## config.mk

```make
export PLATFORM = sky130hd
export DESIGN_NAME = rot_requant
export DESIGN_NICKNAME = d
export VERILOG_FILES = /design/src/rtl/dct_pkg.sv /design/src/rtl/rq_lane.sv /design/src/rtl/rot_requant.sv
export SDC_FILE = /design/constraint.sdc
export NUM_CORES = 1
export LEC_CHECK = 0
export CORE_UTILIZATION = 50
export DETAILED_ROUTE_END_ITERATION = 8
export GPL_TIMING_DRIVEN = 0
export PLACE_DENSITY_LB_ADDON = 0.05
export SYNTH_ARGS = -nofsm -noshare
export SYNTH_HDL_FRONTEND = slang
export SYNTH_SLANG_ARGS = --single-unit
```

## constraint.sdc

```tcl
create_clock -name clk -period 4.2 [get_ports clk]
set_clock_uncertainty 0.2 [all_clocks]
set_input_delay 0.84 -clock clk [delete_from_list [all_inputs] [get_ports clk]]
set_output_delay 0.84 -clock clk [all_outputs]
set_load 0.02 [all_outputs]
```

## src/rtl/dct_pkg.sv

```systemverilog
// rtl/dct_pkg.sv - default requant widths and shared round/range helpers
package dct_pkg;

  localparam int DEF_WIDTH = 8;
  localparam int DEF_FRAC  = 7;
  localparam int DEF_OUT_W = 9;

  // Round-half-up: add half an LSB of the result, then arithmetic shift (floor).
  function automatic logic signed [63:0] round_shift(input logic signed [63:0] value,
                                                     input int frac);
    logic signed [63:0] half;
    half = 64'sd1 <<< (frac - 1);
    return (value + half) >>> frac;
  endfunction

  function automatic logic fits_signed(input logic signed [63:0] value, input int w);
    logic signed [63:0] lim;
    lim = 64'sd1 <<< (w - 1);
    return (value >= -lim) && (value < lim);
  endfunction

endpackage

```

## src/rtl/rq_lane.sv

```systemverilog
// rtl/rq_lane.sv - one requant lane: round into S1, narrow/overflow-detect from S1
// ROT_REQUANT_SAT_EN selects saturation on out-of-range results instead of wrap.
module rq_lane
  import dct_pkg::*;
#(
  parameter int WIDTH = DEF_WIDTH,
  parameter int FRAC  = DEF_FRAC,
  parameter int OUT_W = DEF_OUT_W
) (
  input  logic [2*WIDTH-1:0]    in_y,
  output logic [2*WIDTH-FRAC:0] r,
  input  logic [2*WIDTH-FRAC:0] s1_r,
  output logic [OUT_W-1:0]      narrow,
  output logic                  oor
);

  localparam int IW = 2 * WIDTH;
  localparam int RW = IW + 1 - FRAC;

  logic signed [63:0] s1_ext;

  always_comb begin
    r      = RW'(round_shift({{(64-IW){in_y[IW-1]}}, in_y}, FRAC));
    s1_ext = {{(64-RW){s1_r[RW-1]}}, s1_r};
    oor    = !fits_signed(s1_ext, OUT_W);
`ifdef ROT_REQUANT_SAT_EN
    if (oor) begin
      narrow = s1_r[RW-1] ? {1'b1, {(OUT_W-1){1'b0}}} : {1'b0, {(OUT_W-1){1'b1}}};
    end else begin
      narrow = s1_r[OUT_W-1:0];
    end
`else
    narrow = s1_r[OUT_W-1:0];
`endif
  end

endmodule

```

## src/rtl/rot_requant.sv

```systemverilog
// rtl/rot_requant.sv - 2-deep valid/ready round+narrow stage after the DCT rotation
// ROT_REQUANT_SAT_EN (in rq_lane) selects saturation; default build wraps.
module rot_requant
  import dct_pkg::*;
#(
  parameter int WIDTH = DEF_WIDTH,
  parameter int FRAC  = DEF_FRAC,
  parameter int OUT_W = DEF_OUT_W
) (
  input  logic               clk,
  input  logic               rst_n,
  input  logic               in_valid,
  output logic               in_ready,
  input  logic [2*WIDTH-1:0] in_y0,
  input  logic [2*WIDTH-1:0] in_y1,
  output logic               out_valid,
  input  logic               out_ready,
  output logic [OUT_W-1:0]   out_y0,
  output logic [OUT_W-1:0]   out_y1,
  output logic               ovf,
  input  logic               clr_ovf
);

  localparam int RW = 2 * WIDTH + 1 - FRAC;

  logic [RW-1:0]    r0_q, r0_d, r1_q, r1_d;
  logic             s1_v_q, s1_v_d;
  logic [OUT_W-1:0] out_y0_q, out_y0_d, out_y1_q, out_y1_d;
  logic             out_valid_q, out_valid_d;
  logic             ovf_q, ovf_d;

  logic [RW-1:0]    rn0, rn1;
  logic [OUT_W-1:0] nw0, nw1;
  logic             oor0, oor1;
  logic             adv1, adv2;

  rq_lane #(.WIDTH(WIDTH), .FRAC(FRAC), .OUT_W(OUT_W)) u_lane0 (
    .in_y(in_y0), .r(rn0), .s1_r(r0_q), .narrow(nw0), .oor(oor0)
  );

  rq_lane #(.WIDTH(WIDTH), .FRAC(FRAC), .OUT_W(OUT_W)) u_lane1 (
    .in_y(in_y1), .r(rn1), .s1_r(r1_q), .narrow(nw1), .oor(oor1)
  );

  always_comb begin
    adv2        = ~out_valid_q | out_ready;
    adv1        = ~s1_v_q | adv2;
    r0_d        = r0_q;
    r1_d        = r1_q;
    s1_v_d      = s1_v_q;
    out_y0_d    = out_y0_q;
    out_y1_d    = out_y1_q;
    out_valid_d = out_valid_q;
    ovf_d       = ovf_q;

    if (in_valid && adv1) begin
      s1_v_d = 1'b1;
      r0_d   = rn0;
      r1_d   = rn1;
    end else if (adv2) begin
      s1_v_d = 1'b0;
    end

    if (adv2) begin
      out_valid_d = s1_v_q;
      out_y0_d    = nw0;
      out_y1_d    = nw1;
    end

    // Only valid S1 data can flag overflow; a set beats a same-cycle clear.
    if (adv2 && s1_v_q && (oor0 || oor1)) begin
      ovf_d = 1'b1;
    end else if (clr_ovf) begin
      ovf_d = 1'b0;
    end
  end

  always_ff @(posedge clk or negedge rst_n) begin
    if (!rst_n) begin
      r0_q        <= '0;
      r1_q        <= '0;
      s1_v_q      <= 1'b0;
      out_y0_q    <= '0;
      out_y1_q    <= '0;
      out_valid_q <= 1'b0;
      ovf_q       <= 1'b0;
    end else begin
      r0_q        <= r0_d;
      r1_q        <= r1_d;
      s1_v_q      <= s1_v_d;
      out_y0_q    <= out_y0_d;
      out_y1_q    <= out_y1_d;
      out_valid_q <= out_valid_d;
      ovf_q       <= ovf_d;
    end
  end

  assign in_ready  = adv1;
  assign out_valid = out_valid_q;
  assign out_y0    = out_y0_q;
  assign out_y1    = out_y1_q;
  assign ovf       = ovf_q;

endmodule

```

Word level (Yosys, flattened, before mapping) --
Index checks and enable logic that the tools add are counted.
Operators by class: $add $sub $neg 2, $lt $le $gt $ge 4, muxes and demuxes 4, bitwise logic cells 4, reduce and logical (&&, ||, !) cells 10
Operators with widths (count):
- 16-bit by 8-bit adder with 17-bit output (second input constant) | 2
- 10-bit by 9-bit greater-or-equal comparator with 1-bit output (second input constant) | 2
- 10-bit < comparator (second input constant) | 2
- 1-bit logical AND | 5
- 1-bit two-way mux | 4
- 2-bit nonzero test | 2
- 1-bit zero test | 2
- 1-bit inverter | 2
- 1-bit bitwise OR | 2
- 1-bit logical OR | 1
Word-level totals: bits in registers 41, output and inout port bits 21, word-level logic and storage cells 31

Longest topological paths before layout --
depth after elaboration 6, depth in mapped cells 5, gate-level depth less buffers 4

Modules after synthesis --
A second synthesis with hierarchy kept.
Unflattened totals: cells, all modules 226, area total of the unflattened synthesis 2394.8 um^2
Modules (own cells, without submodules):
- rot_requant | times used 1, cells each 162, area each 1911.8 um^2, sequential area each 1026.0 um^2
- rq_lane | times used 2, cells each 32, area each 241.5 um^2, sequential area each 0.0 um^2

Worst setup path after synthesis --
Ideal clock, no wire load.
path kind input port to output port, start point in out_ready, end point out in_ready, arrival 1.387 ns, required time 3.160 ns, path slack 1.773 ns, stages 2, path buffers 1, cell sequence nand3b_4 clkbuf_1
Between the ends: cells in the longest elaborated chain, start to end 2
Ends and longest elaborated chain:
- start, declared | line rot_requant.sv:17 | input logic out_ready,
- 1-bit bitwise OR | line rot_requant.sv:46 | adv2 = ~out_valid_q | out_ready;
- 1-bit bitwise OR | line rot_requant.sv:47 | adv1 = ~s1_v_q | adv2;
- end, declared | line rot_requant.sv:13 | output logic in_ready,
Every way passes these cells.

Worst setup path in the final report --
Ends and elaborated chain as after synthesis.

==> results summary <==
Synthesis produced a netlist whose cell count is 160. The synthesized design contains a little over 40 register bits. In this run the critical register-to-register path is launched from out_valid. The largest net degree at the start of global routing is 42. Compared with the post-synthesis result, the final layout area differs by 30.6%.

The total power per unit cell area is about 420 nW/um2. The number of slew-limit violations in the final report came out at 0. For this run, design rule violations remaining after detail routing come to 0. The share of final-layout standard cells stronger than drive strength 1 is between 10% and 20%. The startpoint of the worst hold path is out_y1[5]. The per-instance average area after synthesis is 11.8 um2.

In this run the deepest clock path goes through 2 buffers. The number of optimization iterations in the first detailed-route pass is 4. The met1 usage in global routing came out at between 20% and 30%. Measured along the y axis, the die boundary spans around 63 um. The number of buffers created by CTS came out at 5. Based on the critical path, the design can be clocked at up to between 0.2 and 0.3 GHz. For this block, the routed nets add up to around 3800 um of wire.

The slowest stage of the critical path belongs to the cell sky130_fd_sc_hd__clkdlybuf4s50_1. The smallest hold slack came out at between 300 and 400 ps. Buffers placed on the I/O ports in this run total between 40 and 50.

The clock latency on the worst-skew pair came out at 290 ps. The share of synthesized area in the top cell type comes to between 50% and 60%. Setup violations remaining at the end of the flow were counted as 0. The count of unique library cells instantiated by Yosys is 29.

The clock period minus final worst setup slack is between 3000 and 4000 ps. The die covers 4030 um2. After clock tree synthesis, the clock-pin slew on the worst setup and hold paths is around 70 ps. The detail-routed via count per cell is 5.50. The post-synthesis net count is 199. The critical path goes through clkdlybuf4s50_1 -> nand3b_4 -> clkbuf_1 -> clkdlybuf4s50_1. Of all nets on the critical path, the largest fanout is 10. The routed layout has 1413 vias. The number of routed nets with antenna violations came out at 0. The met2 usage is around 36%.

The total of fill cells in the finished design came out at 256. The CTS tree is yes. The count of flip-flops with a built-in enable after synthesis is 0. The kind of end point of the critical path is an output pin. The deepest level of the CTS H-tree came out at 2.

Global routing used between 20% and 30% of the available tracks across all layers. At the placement stage, the worst setup path has a slack of between 500 and 600 ps. During synthesis, Yosys emitted a total of 0 warnings.

For this run, asynchronously set or reset flops after synthesis account for 100%. The global placer's final weighted congestion came out at about 0.80. The sink count of the clock tree came out at a little over 40. The number of antenna violations at the first check in global routing was 0. The launching element type of the critical path is a primary input.

The number of nets in the layout came out at 250. The post-synthesis instance area came out at approximately 1900 um2. The critical path launch point is out_ready.

For this run the aggregate overflow at the end of global routing stands at 0. The core region is roughly 3500 um2. Across the run, the number of max-cap violations was 0. The peak supply drop came out at 0.261 mV.

After global routing, the most crowded layer is met2. After synthesis, the cell types taking the most area are sky130_fd_sc_hd__dfrtp_1, sky130_fd_sc_hd__mux2_2, sky130_fd_sc_hd__a21oi_1, sky130_fd_sc_hd__a31oi_1, sky130_fd_sc_hd__xor2_1. The predominant post-synthesis flop cell is sky130_fd_sc_hd__dfrtp_1. The total count of hold-check failures in the final report came out at 0. The static leakage came out at approximately 0.95 nW.

The required time of the worst setup path came out at 3160 ps. The max-slew headroom at the worst pin came out at 43.5%. The number of inserted diodes is 0. The global-route met3 utilization is under 10%. CTS placed an instance of sky130_fd_sc_hd__clkbuf_8 at the clock tree root.

The flow ran to the end, and the final reports show no timing, DRC or antenna violations. The boundary pin count came out at 58. In this run the core area contains 21 standard-cell rows. Summed over all instances, the cell type with the most area after synthesis is sky130_fd_sc_hd__dfrtp_1. The cell occurring most often along the worst timing path is sky130_fd_sc_hd__clkdlybuf4s50_1. The critical path is of the primary input to output pin type. The sum of negative setup slack is 0 ps. The detailed-placement wirelength estimate is approximately 2800 um. The number of cells upsized or downsized after cts is 0. In this run the post-CTS setup repair buffer count came out at 0. Setup repair after global routing left no endpoint under its margin. The share of the yosys chip area belonging to registers is between 50% and 60%.

The initial utilization of the core area, before any placement, comes to around 55%. The first global-routing pass estimated approximately 6600 um of wire. The number of global-route vias before repair is approximately 1400. The width of the chip is between 60 and 70 um. The class of the worst hold path is flip-flop to flip-flop.

The data arrival time at the worst-slack endpoint came out at between 2000 and 3000 ps. The final critical path takes up 87.4% of the cycle. The average wire per standard cell is roughly 15 um.

The number of hold buffers added after cts came out at 0. At the pin with the least slew margin, the transition time is between 800 and 900 ps. The detailed router finished its first iteration with between 40 and 50 violations. The largest stage delay on the critical path is roughly 700 ps. The final setup slack of the worst path is between 500 and 600 ps.
## metrics by stage
step / area [um2] / instances / total power (W) / utilization [%]
global placement: 2390 / 250 / 0.000785 / 68.9
floorplan: 1890 / 160 / 0.000651 / -
detailed placement: 2380 / 250 / 0.000796 / 68.7
finish: 2470 / 257 / 0.00104 / 71.2
global route: 2470 / 257 / 0.00109 / 71.2
CTS: 2470 / 257 / 0.00105 / 71.2
## cells in the mapped netlist (2+ instances only)
master                      n
sky130_fd_sc_hd__xor2_1     6
sky130_fd_sc_hd__xnor2_1    2
sky130_fd_sc_hd__buf_2      4
sky130_fd_sc_hd__nand2_1    5
sky130_fd_sc_hd__clkbuf_1   3
sky130_fd_sc_hd__a31oi_1   10
sky130_fd_sc_hd__mux2_2    22
sky130_fd_sc_hd__a21oi_1   22
sky130_fd_sc_hd__nand3_1    7
sky130_fd_sc_hd__o31ai_1    4
sky130_fd_sc_hd__ha_1       2
sky130_fd_sc_hd__o21ai_0    6
sky130_fd_sc_hd__or3_1      5
sky130_fd_sc_hd__or4_1      4
sky130_fd_sc_hd__inv_1      4
sky130_fd_sc_hd__dfrtp_1   41
## where the power goes
part           switching (W)  internal [W]
Combinational       0.000136      0.000149
Sequential         0.0000379      0.000463
Clock               0.000122      0.000130
## cells in the final DEF, fill, tap and decap left out, types with 5 or more instances in the layout
master,netlist,layout
sky130_fd_sc_hd__clkdlybuf4s50_1,0,43
sky130_fd_sc_hd__nand3_1,7,7
sky130_fd_sc_hd__nand2_1,5,5
sky130_fd_sc_hd__a31oi_1,10,10
sky130_fd_sc_hd__mux2_2,22,22
sky130_fd_sc_hd__clkbuf_8,0,6
sky130_fd_sc_hd__or3_1,5,5
sky130_fd_sc_hd__o21ai_0,6,6
sky130_fd_sc_hd__a21oi_1,22,22
sky130_fd_sc_hd__dfrtp_1,41,41
sky130_fd_sc_hd__xor2_1,6,6
sky130_fd_sc_hd__buf_2,4,5
## state kept, by name, indices dropped and copies added (netlist names)
signal and count:
out_valid 1, out_y0 9, r0_q 10, r1_q 10, ovf 1, s1_v_q 1, out_y1 9
## critical path, delay by kind of cell
kind / cells / cell delay, ps
simple gates: 1 / 200
buf+inv: 3 / 1590
## layout make-up
type | instances | area [um2] | area share, %
multi-input combinational | 108 | 818 | 33.1
sequential | 41 | 1030 | 41.5
clock buffer | 7 | 86.3 | 3.50
tap | 46 | 57.6 | 2.33
buffer | 7 | 31.3 | 1.27
timing repair buffer | 44 | 435 | 17.6
inverter | 4 | 15.0 | 0.608
## worst paths after layout
path	to	slack, ps	cells after the start
worst max-delay path	in_ready	530	4
worst min-delay path	out_y1[5]	300	1
worst max register to register	r0_q[4]	2520	5
worst min register to register	out_y1[5]	300	1
max in group asynchronous	out_y1[4]	2820	1
min in group asynchronous	r1_q[6]	460	1
## cell families (layout without fill, tap and decap cells)
logic type	count (synthesis)	in the layout	synth area share [%]
AND/OR/NAND/NOR	31	31	11.4
adder cells (fa/ha/maj)	2	2	1.32
XOR/XNOR	8	8	3.71
AO/OA/AOI/OAI	45	45	13.8
multiplexers	22	22	13.1
buffers and inverters	11	62	2.45
flip-flops	41	41	54.3
## routing by layer
layer	vias to the layer above	wire length (um)
met5	-	0
met4	0	21
met3	3	126
met2	27	1930
met1	689	1680
li1	694	-
Power figures use the tool's default switching activity.
